<file path="src/rtl/dac_spi_tx.sv">
// dac_spi_tx: serialises each accepted 8-bit sample into a 16-bit SPI mode-0
// frame {CMD, sample, 4'b0000} for an external serial DAC, MSB first.
// Provides busy/done status and a sticky overrun flag for dropped samples.
module dac_spi_tx #(
    parameter int         CLK_DIV = 4,
    parameter logic [3:0] CMD     = 4'h0
) (
    input  logic       clk,
    input  logic       rst,
    input  logic [7:0] sample_in,
    input  logic       sample_valid,
    input  logic       ovr_clr,
    output logic       dac_cs_n,
    output logic       dac_sclk,
    output logic       dac_mosi,
    output logic       busy,
    output logic       done,
    output logic       overrun
);

    typedef enum logic [1:0] {IDLE, SHIFT, HOLD, GAP} state_t;

    localparam logic [7:0] DIV_LAST = 8'(CLK_DIV - 1);

    state_t      state, state_nxt;
    logic [7:0]  div_cnt, div_nxt;
    logic [3:0]  bit_cnt, bit_nxt;
    logic [15:0] shreg, shreg_nxt;
    logic        cs_n_nxt, sclk_nxt, mosi_nxt, busy_nxt, done_nxt, overrun_nxt;
    logic        div_term;

    assign div_term = (div_cnt == DIV_LAST);

    // State, counters and all outputs are registered here
    always_ff @(posedge clk or posedge rst) begin
        if (rst) begin
            state    <= IDLE;
            div_cnt  <= '0;
            bit_cnt  <= '0;
            shreg    <= '0;
            dac_cs_n <= 1'b1;
            dac_sclk <= 1'b0;
            dac_mosi <= 1'b0;
            busy     <= 1'b0;
            done     <= 1'b0;
            overrun  <= 1'b0;
        end else begin
            state    <= state_nxt;
            div_cnt  <= div_nxt;
            bit_cnt  <= bit_nxt;
            shreg    <= shreg_nxt;
            dac_cs_n <= cs_n_nxt;
            dac_sclk <= sclk_nxt;
            dac_mosi <= mosi_nxt;
            busy     <= busy_nxt;
            done     <= done_nxt;
            overrun  <= overrun_nxt;
        end
    end

    // Next-state: each phase ends on the half-period counter terminal value
    always_comb begin
        state_nxt = state;
        case (state)
            IDLE:  if (sample_valid) state_nxt = SHIFT;
            SHIFT: if (div_term && dac_sclk && (bit_cnt == 4'd0)) state_nxt = HOLD;
            HOLD:  if (div_term) state_nxt = GAP;
            GAP:   if (div_term) state_nxt = IDLE;
            default: state_nxt = IDLE;
        endcase
    end

    // Next values of the registered outputs and datapath
    always_comb begin
        div_nxt   = div_cnt;
        bit_nxt   = bit_cnt;
        shreg_nxt = shreg;
        cs_n_nxt  = dac_cs_n;
        sclk_nxt  = dac_sclk;
        mosi_nxt  = dac_mosi;
        busy_nxt  = busy;
        done_nxt  = 1'b0;

        // A strobe outside IDLE is dropped; setting beats a same-cycle clear
        overrun_nxt = overrun;
        if (ovr_clr) overrun_nxt = 1'b0;
        if (sample_valid && (state != IDLE)) overrun_nxt = 1'b1;

        if (state != IDLE) div_nxt = div_term ? 8'd0 : div_cnt + 8'd1;

        case (state)
            IDLE: begin
                div_nxt = '0;
                if (sample_valid) begin
                    shreg_nxt = {CMD, sample_in, 4'b0000};
                    mosi_nxt  = CMD[3];
                    cs_n_nxt  = 1'b0;
                    sclk_nxt  = 1'b0;
                    busy_nxt  = 1'b1;
                    bit_nxt   = 4'd15;
                end
            end
            SHIFT: begin
                if (div_term) begin
                    if (!dac_sclk) begin
                        sclk_nxt = 1'b1;
                    end else begin
                        // Falling edge: advance MOSI unless the last bit just finished
                        sclk_nxt = 1'b0;
                        if (bit_cnt != 4'd0) begin
                            bit_nxt   = bit_cnt - 4'd1;
                            shreg_nxt = {shreg[14:0], 1'b0};
                            mosi_nxt  = shreg[14];
                        end
                    end
                end
            end
            HOLD: begin
                if (div_term) begin
                    cs_n_nxt = 1'b1;
                    done_nxt = 1'b1;
                    mosi_nxt = 1'b0;
                end
            end
            GAP: begin
                if (div_term) busy_nxt = 1'b0;
            end
            default: ;
        endcase
    end

endmodule

</file>
<file path="config.mk">
export PLATFORM = sky130hd
export DESIGN_NAME = dac_spi_tx
export DESIGN_NICKNAME = d
export VERILOG_FILES = /design/src/rtl/dac_spi_tx.sv
export SDC_FILE = /design/constraint.sdc
export NUM_CORES = 1
export LEC_CHECK = 0
export CAP_MARGIN = 15
export CORE_MARGIN = 2
export CORE_UTILIZATION = 55
export CTS_BUF_LIST = sky130_fd_sc_hd__clkbuf_8 sky130_fd_sc_hd__clkbuf_16
export DETAILED_ROUTE_END_ITERATION = 10
export PLACE_DENSITY = 0.82
export SKIP_CTS_REPAIR_TIMING = 1
export SLEW_MARGIN = 5
export SYNTH_ARGS = -nofsm -noshare
export SYNTH_HDL_FRONTEND = slang
export SYNTH_SLANG_ARGS = --single-unit
</file>
<file path="constraint.sdc">
create_clock -name clk -period 3.5 [get_ports clk]
set_input_delay 0.7 -clock clk [delete_from_list [all_inputs] [get_ports clk]]
set_output_delay 0.7 -clock clk [all_outputs]
set_load 0.02 [all_outputs]
</file>
==> summary.txt, run 1 <==
Route
  – Vias: 1212
  – Routed len/inst: 14.6 um
  – # DRC: 0
  – Met2 wire len: 1650 um
  – M1 WL: 1450 um
  – Final ANT Viol Nets: 0
  – Via density per instance: 5.43
  – Number of DRC markers in iteration 0: 45
  – Met3 Wirelength: 128 um
  – TritonRoute pass-1 iters: 4
  – Post-Route WL: 3270 um
  – Uppermost routed layer: met4

Die
  – Die Ht: 60.3 um
  – Die X: 60.3 um
  – Initial Util: 0.576
  – Die ar.: 3640 sq um
  – Core area: 3030 sq um
  – I/O pins: 18
  – Site Rows: 20

Final layout
  – Area Overhead vs Synth: 15.5%
  – N_diodes: 0
  – Share of cells above drive strength 1: 0.201
  – Nets: 198

Clock tree
  – CTS Sinks: 31
  – Num CTS Buffers: 5
  – Clock transition at the registers of the reported paths: 0.06 ns
  – CTS tree: built
  – Root Buffer: clkbuf_8
  – CTS Buffer Depth: 2
  – Clk_lat worst skew: 0.28 ns
  – H-tree Lvls: 2

Yosys
  – Ys Warns: 0
  – Unique masters post-synth: 40
  – Top cells by area, synth: dfrtp_1 (43%), mux2_2 (6.5%), mux2_4 (6.0%), ha_1 (5.7%), inv_1 (3.7%)
  – Synth async-reset ratio: 1.00
  – Mux share of post-synthesis cell area: 0.154
  – Cell area after synthesis: 1740 sq um
  – Post-synthesis simple-gate area fraction: 0.158
  – Synth top area share: 0.431
  – Post-synthesis sequential area ratio: 0.446
  – Synth Area in Compound Gates: 0.0890
  – Adder-cell share of the synthesized area: 0.0574
  – Number of synthesized flops with an enable pin: 0
  – Post-synthesis xor/xnor area fraction: 0.0302
  – Synth area leader: dfrtp_1
  – Post-synth top flop: dfrtp_1
  – Synth Instances: 156
  – Synth Register Bits: 31
  – Syn_area_per_cell: 11.2 sq um
  – Post-synth net total: 176
  – Largest family of logic cells by synthesized area: simple AND/OR/NAND/NOR gates

Placement
  – RePlAce Congestion: 0.878
  – Detail Placement HPWL: 2390 um
  – Buffers on Ports: 17

Worst setup path
  – Endpoint type of the worst setup path: flip-flop
  – Critical Path RT: 3.67 ns
  – CP Launch Type: flip-flop
  – Crit path max fanout: 12
  – Critical Path AT: 2.55 ns
  – Flop2flop setup slack: 1.12 ns
  – Crit path kind: flip-flop to flip-flop
  – R2r worst-path depth: 5

Timing
  – Max_slew headroom: 0.582
  – Period utilisation layout: 0.681
  – Slew @ Worst Pin: 0.620 ns
  – Final setup viols: 0
  – Fin. max-slew vios: 0
  – Setup TNS: 0 ns
  – Final min period: 2.38 ns
  – Fmax: 420 MHz
  – Hold Violations, Final: 0
  – Worst Skew: 0.00504 ns
  – Unrepaired setup endpoints after global routing: no

Power
  – Pint: 1010 uW
  – Switch share: 0.379
  – Flop pwr share: 0.357
  – Power consumption: 1630 uW
  – Cell area power density: 810 nW/um^2
  – Max rail drop VDD: 0.576 mV
  – Clk pwr share: 0.161
  – Switching power: 617 uW
  – Comb pwr share: 0.482
  – Pleak: 0.000914 uW

GRT
  – Total track usage: 0.217
  – Vias in the first global route: 1311
  – Largest net degree at the start of global routing: 32
  – Initial antenna violation count: 0
  – Overflow after GRT: 0
  – Global-route wire length before repair: 5580 um

Status
  – Status: finished, final reports clean

Min path
  – Hold Path Stages: 2
  – Min-Delay Path Class: flip-flop to flip-flop

Flow run
  – Max_cap viols: 0
[area by class of cell]
class / count / area, sq um
clock inverter: 3 / 12.5
fill: 230 / 1010
multi-input combinational: 104 / 851
inverter: 17 / 63.8
tap: 44 / 55.1
clock buffer: 5 / 68.8
sequential: 31 / 777
timing repair buffer: 19 / 185
[critical path, cell delays in order, from the launching register on]
cell and delay, ns:
dfrtp_1 0.42, ha_1 0.26, nor3b_2 0.45, nand4_4 0.23, a21oi_4 0.51, mux2_2 0.40
[worst paths after layout]
kind	startpoint	to
setup / recovery	div_cnt[0]	bit_cnt[0]
hold / removal	dac_cs_n	dac_cs_n
setup reg to reg	div_cnt[0]	bit_cnt[0]
hold reg to reg	dac_cs_n	dac_cs_n
max in group asynchronous	rst	dac_cs_n
min in group asynchronous	rst	shreg[4]
[cells in the mapped netlist, types with 2 or more instances]
cell type   n
o22ai_1     2
inv_1      17
xor2_1      5
nor2_1     12
o21ai_0     4
a21oi_1     6
mux2_4      7
nand3_1     9
and3_1      2
nor4b_1     2
nand4_1     2
nand2_1    10
dfrtp_1    30
ha_1        8
mux2_2     10
mux2i_1     5
clkbuf_8    2
[logic make-up after synthesis]
kind of cell               Yosys count
muxes                               22
and+or+nand+nor                     47
DFF                                 31
buffers and inverters               21
AOI/OAI and AO/OA                   21
xor gates and xnor gates             6
adders and majority gates            8
[layer usage]
layer,GRT usage,up-vias
met3,0.0606,4
met5,0,-
met1,0.249,593
li1,-,586
met4,0.111,0
met2,0.365,29
[flip-flops by register name, indices dropped and copies added (netlist names)]
signal / flops
overrun: 1
bit_cnt: 4
state: 2
dac_mosi: 1
dac_cs_n: 1
dac_sclk: 1
div_cnt: 8
shreg: 11
busy: 1
done: 1
[layout by cell type, fill, tap and decap left out, types with 2 or more instances in the layout]
master and instances:
mux2_2 10, ha_1 8, nor4b_1 2, nand4_1 2, buf_4 2, mux2_4 7, clkbuf_8 5, dfrtp_1 30
nand3_1 9, inv_1 19, nand2_1 10, and3_1 2, clkdlybuf4s50_1 17, o21ai_0 4, o22ai_1 2, xor2_1 5
mux2i_1 5, a21oi_1 6, nor2_1 12
[power groups by stage]
stage / Combinational, uW / Sequential (uW) / Clock (uW)
2_1_floorplan: 672 / 580 / 0
3_3_place_gp: 752 / 579 / 0
4_1_cts: 792 / 581 / 265
5_1_grt: 868 / 596 / 285
6_report: 786 / 582 / 263
3_5_place_dp: 791 / 586 / 0
[per-stage QoR]
step	setup WS (ns)	instance area, sq um	hold WS, ns	cells	util
final	1.12	2010	0.468	223	0.665
after global placement	0.900	1930	0.458	215	0.638
after CTS	1.12	2010	0.470	223	0.665
after detailed placement	0.825	1930	0.460	215	0.638
after global routing	1.01	2010	0.517	223	0.665
after floorplan	1.53	1740	0.469	156	-
(Power assumes the default switching activity.)
==> run 2: changes to the inputs <==
==> constraint.sdc (replaced) <==
create_clock -name clk -period 2.25 [get_ports clk]
set_input_delay 0.45 -clock clk [delete_from_list [all_inputs] [get_ports clk]]
set_output_delay 0.45 -clock clk [all_outputs]
set_load 0.02 [all_outputs]
==> summary.txt, run 2 (synthesized netlist as in run 1, its figures left out) <==
Status
  – Status: finished, final reports clean

Route
  – TritonRoute pass-1 iters: 4 (unchanged)
  – Post-Route WL: 3490 um (+6.8%)
  – Via density per instance: 5.40 (-0.61%)
  – Routed len/inst: 15.2 um (+4.0%)
  – Vias: 1237 (+2.1%)
  – Number of DRC markers in iteration 0: 40 (-11%)
  – # DRC: 0 (unchanged)
  – Final ANT Viol Nets: 0 (unchanged)

GRT
  – Largest net degree at the start of global routing: 18 (-44%)
  – Initial antenna violation count: 0 (unchanged)
  – Overflow after GRT: 0 (unchanged)
  – Global-route wire length before repair: 5840 um (+4.6%)
  – Vias in the first global route: 1313 (+0.15%)
  – Total track usage: 0.229 (+0.0123)

Timing
  – Fin. max-slew vios: 0 (unchanged)
  – Final min period: 2.05 ns (-0.331 ns)
  – Worst Skew: 0.00570 ns (+0.000656 ns)
  – Fmax: 487 MHz (+16%)
  – Setup TNS: 0 ns (unchanged)
  – Max_slew headroom: 0.579 (-0.00336)
  – Final setup viols: 0 (unchanged)
  – Hold Violations, Final: 0 (unchanged)
  – Period utilisation layout: 0.912 (+0.231)
  – Slew @ Worst Pin: 0.631 ns (+0.0109 ns)
  – Unrepaired setup endpoints after global routing: no

Final layout
  – Max FFs per register: 11 (unchanged)
  – Nets: 204 (+3.0%)
  – Area Overhead vs Synth: 21.6%
  – N_diodes: 0 (unchanged)
  – Most common cell after layout, fill and taps aside: dfrtp_1
  – Reg with most FFs: shreg
  – Most frequent cells in the layout: dfrtp_1 (30), inv_1 (17), clkdlybuf4s50_1 (17)
  – Biggest regs: shreg x11, div_cnt x8, bit_cnt x4
  – Share of cells above drive strength 1: 0.238 (+0.0367)
  – Fillcell total: 227 (-1.3%)

Placement
  – Detail Placement HPWL: 2590 um (+8.2%)
  – RePlAce Congestion: 0.899 (+2.4%)
  – Buffers on Ports: 17 (unchanged)

Worst setup path
  – Slowest CP cell: or3b_2
  – CP peak stage delay: 0.51 ns (about the same)
  – Crit path max fanout: 10 (-2)
  – CP cell instances: inv_1 > ha_1 > or3b_2 > nand4_4 > a21oi_4 > buf_12 > mux2_4
  – Critical Path RT: 2.42 ns (-1.25 ns)
  – CP Launch Type: flip-flop
  – Crit path kind: flip-flop to flip-flop
  – Critical Path AT: 2.23 ns (-0.32 ns)
  – Endpoint type of the worst setup path: flip-flop

Clock tree
  – CTS Sinks: 31 (unchanged)
  – Clock transition at the registers of the reported paths: 0.07 ns (about the same)
  – CTS tree: built
  – H-tree Lvls: 2 (unchanged)
  – Num CTS Buffers: 5 (unchanged)
  – Root Buffer: clkbuf_8
  – CTS Buffer Depth: 2 (unchanged)
  – Clk_lat worst skew: 0.29 ns (about the same)

Power
  – Switching power: 1020 uW (+65%)
  – Max rail drop VDD: 0.664 mV (+15%)
  – Flop pwr share: 0.320 (-0.037)
  – Clk pwr share: 0.202 (+0.041)
  – Power consumption: 2850 uW (+75%)
  – Comb pwr share: 0.477 (-0.005)
  – Switch share: 0.357 (-0.0215)
  – Cell area power density: 1340 nW/um^2 (+66%)
  – Pint: 1830 uW (+81%)
  – Pleak: 0.000964 uW (+5.4%)

Die
  – Core area: 3030 sq um (unchanged)
  – Die Ht: 60.3 um (unchanged)
  – Site Rows: 20 (unchanged)
  – Die X: 60.3 um (unchanged)
  – Initial Util: 0.576 (unchanged)
  – I/O pins: 18 (unchanged)
  – Die ar.: 3640 sq um (unchanged)

Flow run
  – Max_cap viols: 0 (unchanged)

Min path
  – Min-Delay Path Class: flip-flop to flip-flop
[run 2: cell types whose count changed in the layout (fill, tap and decap cells not counted), sizes merged]
cell    before  now
inv         19   17
clkbuf       5    6
bufinv       0    1
buf          2    8
[run 2: per-layer routing]
metal	share of wire	GRT usage	up-vias
met5	0	0	-
met4	0.024	0.0952	0
met3	0.047	0.0931	11
met2	0.50	0.390	25
met1	0.42	0.251	608
li1	-	-	593
[run 2: layout make-up]
class	count	area, sq um	area share
multi-input combinational	104	851	0.401
sequential	31	777	0.367
timing repair buffer	25	255	0.120
clock buffer	6	82.6	0.0390
inverter	17	63.8	0.0301
tap	44	55.1	0.0260
clock inverter	2	35.0	0.0165
[run 2: worst paths after layout]
check | from | end | slack (ns) | cells after the start
hold reg to reg | dac_cs_n | dac_cs_n | 0.48 | 2
max in group asynchronous | rst | div_cnt[5] | 1.20 | 3
min in group asynchronous | rst | bit_cnt[0] | 0.54 | 2
setup / recovery | bit_cnt[0] | shreg[11] | 0.20 | 7
setup reg to reg | bit_cnt[0] | shreg[11] | 0.20 | 7
hold / removal | dac_cs_n | dac_cs_n | 0.48 | 2
[run 2: power groups by stage]
| stage | sequential (uW) | combinational, uW | clock, uW |
|---|---|---|---|
| CTS | 909 | 1370 | 584 |
| global route | 930 | 1500 | 616 |
| finish | 912 | 1360 | 575 |
| detailed placement | 914 | 1360 | 0 |
| floorplan | 902 | 1050 | 0 |
| global placement | 902 | 1290 | 0 |
[run 2: critical path, delay by kind of cell (launching register included)]
family,cells,cell delay (ns)
compound gates,1,0.09
fa+ha+maj,1,0.23
buf+inv,2,0.25
flops,1,0.39
mux,1,0.29
simple gates,2,0.68
[run 2: per-stage QoR]
stage          utilization  cells  cell area, sq um  hold WS [ns]  setup slack (ns)
2_1_floorplan            -    156              1740         0.469             0.278
3_3_place_gp         0.661    221              2000         0.461             0.230
3_5_place_dp         0.661    221              2000         0.467             0.210
4_1_cts              0.700    229              2120         0.477             0.203
5_1_grt              0.700    229              2120         0.512            0.0724
6_report             0.700    229              2120         0.476             0.198
==> run 3: changes to the inputs <==
--- a/config.mk
+++ b/config.mk
@@ -6,7 +6,7 @@
 export NUM_CORES = 1
 export LEC_CHECK = 0
 export CAP_MARGIN = 15
-export CORE_MARGIN = 2
+export CORE_MARGIN = 1.5
 export CORE_UTILIZATION = 55
 export CTS_BUF_LIST = sky130_fd_sc_hd__clkbuf_8 sky130_fd_sc_hd__clkbuf_16
 export DETAILED_ROUTE_END_ITERATION = 10
==> summary.txt, run 3 (synthesized netlist as in run 1, its figures left out) <==
Clock tree
  – CTS Buffer Depth: 2 (unchanged)
  – CTS tree: built
  – CTS Sinks: 31 (unchanged)
  – Clock transition at the registers of the reported paths: 0.06 ns (about the same)
  – Root Buffer: clkbuf_8
  – Num CTS Buffers: 5 (unchanged)
  – H-tree Lvls: 2 (unchanged)
  – Clk_lat worst skew: 0.28 ns (about the same)

Route
  – # DRC: 0 (unchanged)
  – Routed len/inst: 14.6 um (-4.0%)
  – Post-Route WL: 3350 um (-4.0%)
  – Via density per instance: 5.35 (-0.89%)
  – Final ANT Viol Nets: 0 (unchanged)
  – TritonRoute pass-1 iters: 4 (unchanged)
  – Vias: 1226 (-0.89%)
  – Number of DRC markers in iteration 0: 41 (+2.5%)

Timing
  – Fmax: 486 MHz (-0.33%)
  – Slew @ Worst Pin: 0.614 ns (-0.0168 ns)
  – Max_slew headroom: 0.590 (+0.0112)
  – Final min period: 2.06 ns (+0.00679 ns)
  – Worst Skew: 0.00496 ns (-0.000738 ns)
  – Setup TNS: 0 ns (unchanged)
  – Hold Violations, Final: 0 (unchanged)
  – Period utilisation layout: 0.915 (+0.00302)
  – Fin. max-slew vios: 0 (unchanged)
  – Final setup viols: 0 (unchanged)
  – Unrepaired setup endpoints after global routing: no

Die
  – Die ar.: 3520 sq um (-3.3%)
  – Die X: 59.3 um (-1.7%)
  – Initial Util: 0.576 (unchanged)
  – I/O pins: 18 (unchanged)
  – Core area: 3030 sq um (unchanged)
  – Die Ht: 59.3 um (-1.7%)
  – Site Rows: 20 (unchanged)

Power
  – Cell area power density: 1340 nW/um^2 (-0.33%)
  – Pleak: 0.000964 uW (unchanged)
  – Flop pwr share: 0.321 (about the same)
  – Max rail drop VDD: 0.782 mV (+18%)
  – Pint: 1830 uW (about the same)
  – Switch share: 0.356 (-0.00171)
  – Switching power: 1010 uW (-0.81%)
  – Comb pwr share: 0.480 (+0.003)
  – Clk pwr share: 0.199 (-0.003)

Final layout
  – Post-route cell area: 2120 sq um (unchanged)
  – Biggest regs: shreg x11, div_cnt x8, bit_cnt x4
  – Share of cells above drive strength 1: 0.238 (unchanged)
  – N_diodes: 0 (unchanged)
  – Nets: 204 (unchanged)
  – Max FFs per register: 11 (unchanged)
  – Reg with most FFs: shreg
  – Area Overhead vs Synth: 21.6% (unchanged)
  – Most common cell after layout, fill and taps aside: dfrtp_1
  – Most frequent cells in the layout: dfrtp_1 (30), inv_1 (17), clkdlybuf4s50_1 (17)

Placement
  – RePlAce Congestion: 0.900 (about the same)
  – Detail Placement HPWL: 2450 um (-5.1%)
  – Placed inst area: 2000 sq um (unchanged)
  – Buffers on Ports: 17 (unchanged)

Worst setup path
  – Critical Path RT: 2.42 ns (about the same)
  – CP Launch Type: flip-flop
  – Critical Path AT: 2.23 ns (about the same)
  – Crit path max fanout: 10 (unchanged)
  – Crit path kind: flip-flop to flip-flop
  – Endpoint type of the worst setup path: flip-flop

Flow run
  – Max_cap viols: 0 (unchanged)

GRT
  – Vias in the first global route: 1293 (-1.5%)
  – Global-route wire length before repair: 5730 um (-1.8%)
  – Initial antenna violation count: 0 (unchanged)
  – Overflow after GRT: 0 (unchanged)
  – Total track usage: 0.227 (-0.00204)
  – Largest net degree at the start of global routing: 18 (unchanged)

Min path
  – Min-Delay Path Class: flip-flop to flip-flop

Status
  – Status: finished, final reports clean
run 3: cell counts in the layout (fill, tap and decap cells not counted):
No cell type changed its count.
run 3: power groups by stage:
| stage | Clock, uW | Combinational [uW] | Sequential (uW) |
|---|---|---|---|
| CTS | 577 | 1360 | 910 |
| global route | 598 | 1490 | 938 |
| finish | 565 | 1360 | 910 |
| detailed placement | 0 | 1350 | 913 |
| floorplan | 0 | 1050 | 902 |
| global placement | 0 | 1290 | 901 |
run 3: layout make-up:
class / instances / area, sq um
Clock buffer: 6 / 82.6
Clock inverter: 2 / 35.0
Fill cell: 227 / 908
Inverter: 17 / 63.8
Multi-Input combinational cell: 104 / 851
Sequential cell: 31 / 777
Tap cell: 44 / 55.1
Timing Repair Buffer: 25 / 255
run 3: layer usage:
| layer | up-vias | global-route usage | routed length [um] |
|---|---|---|---|
| met5 | - | 0 | 0 |
| met4 | 0 | 0.0974 | 91 |
| met3 | 12 | 0.0852 | 181 |
| met2 | 43 | 0.380 | 1600 |
| met1 | 575 | 0.257 | 1480 |
| li1 | 596 | - | - |
run 3: path summary, 6_finish.rpt:
path	startpoint	endpoint	slack, ns	cells past startpoint
max	div_cnt[0]	shreg[6]	0.19	7
min	dac_cs_n	dac_cs_n	0.47	2
max reg2reg	div_cnt[0]	shreg[6]	0.19	7
min reg2reg	dac_cs_n	dac_cs_n	0.47	2
max in group asynchronous	rst	div_cnt[5]	1.20	3
min in group asynchronous	rst	shreg[4]	0.55	2
run 3: through the flow:
stage	setup WS, ns	hold slack, ns	power, uW	util	std cells
2_1_floorplan	0.278	0.469	1950	-	156
3_3_place_gp	0.231	0.461	2200	0.661	221
3_5_place_dp	0.179	0.461	2260	0.661	221
4_1_cts	0.201	0.471	2850	0.700	229
5_1_grt	0.0777	0.491	3020	0.700	229
6_report	0.191	0.468	2840	0.700	229
run 3: worst max-delay path: stages, from the launching register on:
cell	delay (ns)
dfrtp_1	0.41
ha_1	0.27
nor3b_2	0.19
buf_4	0.17
nand4_4	0.16
a21oi_4	0.26
buf_12	0.17
mux2_4	0.31
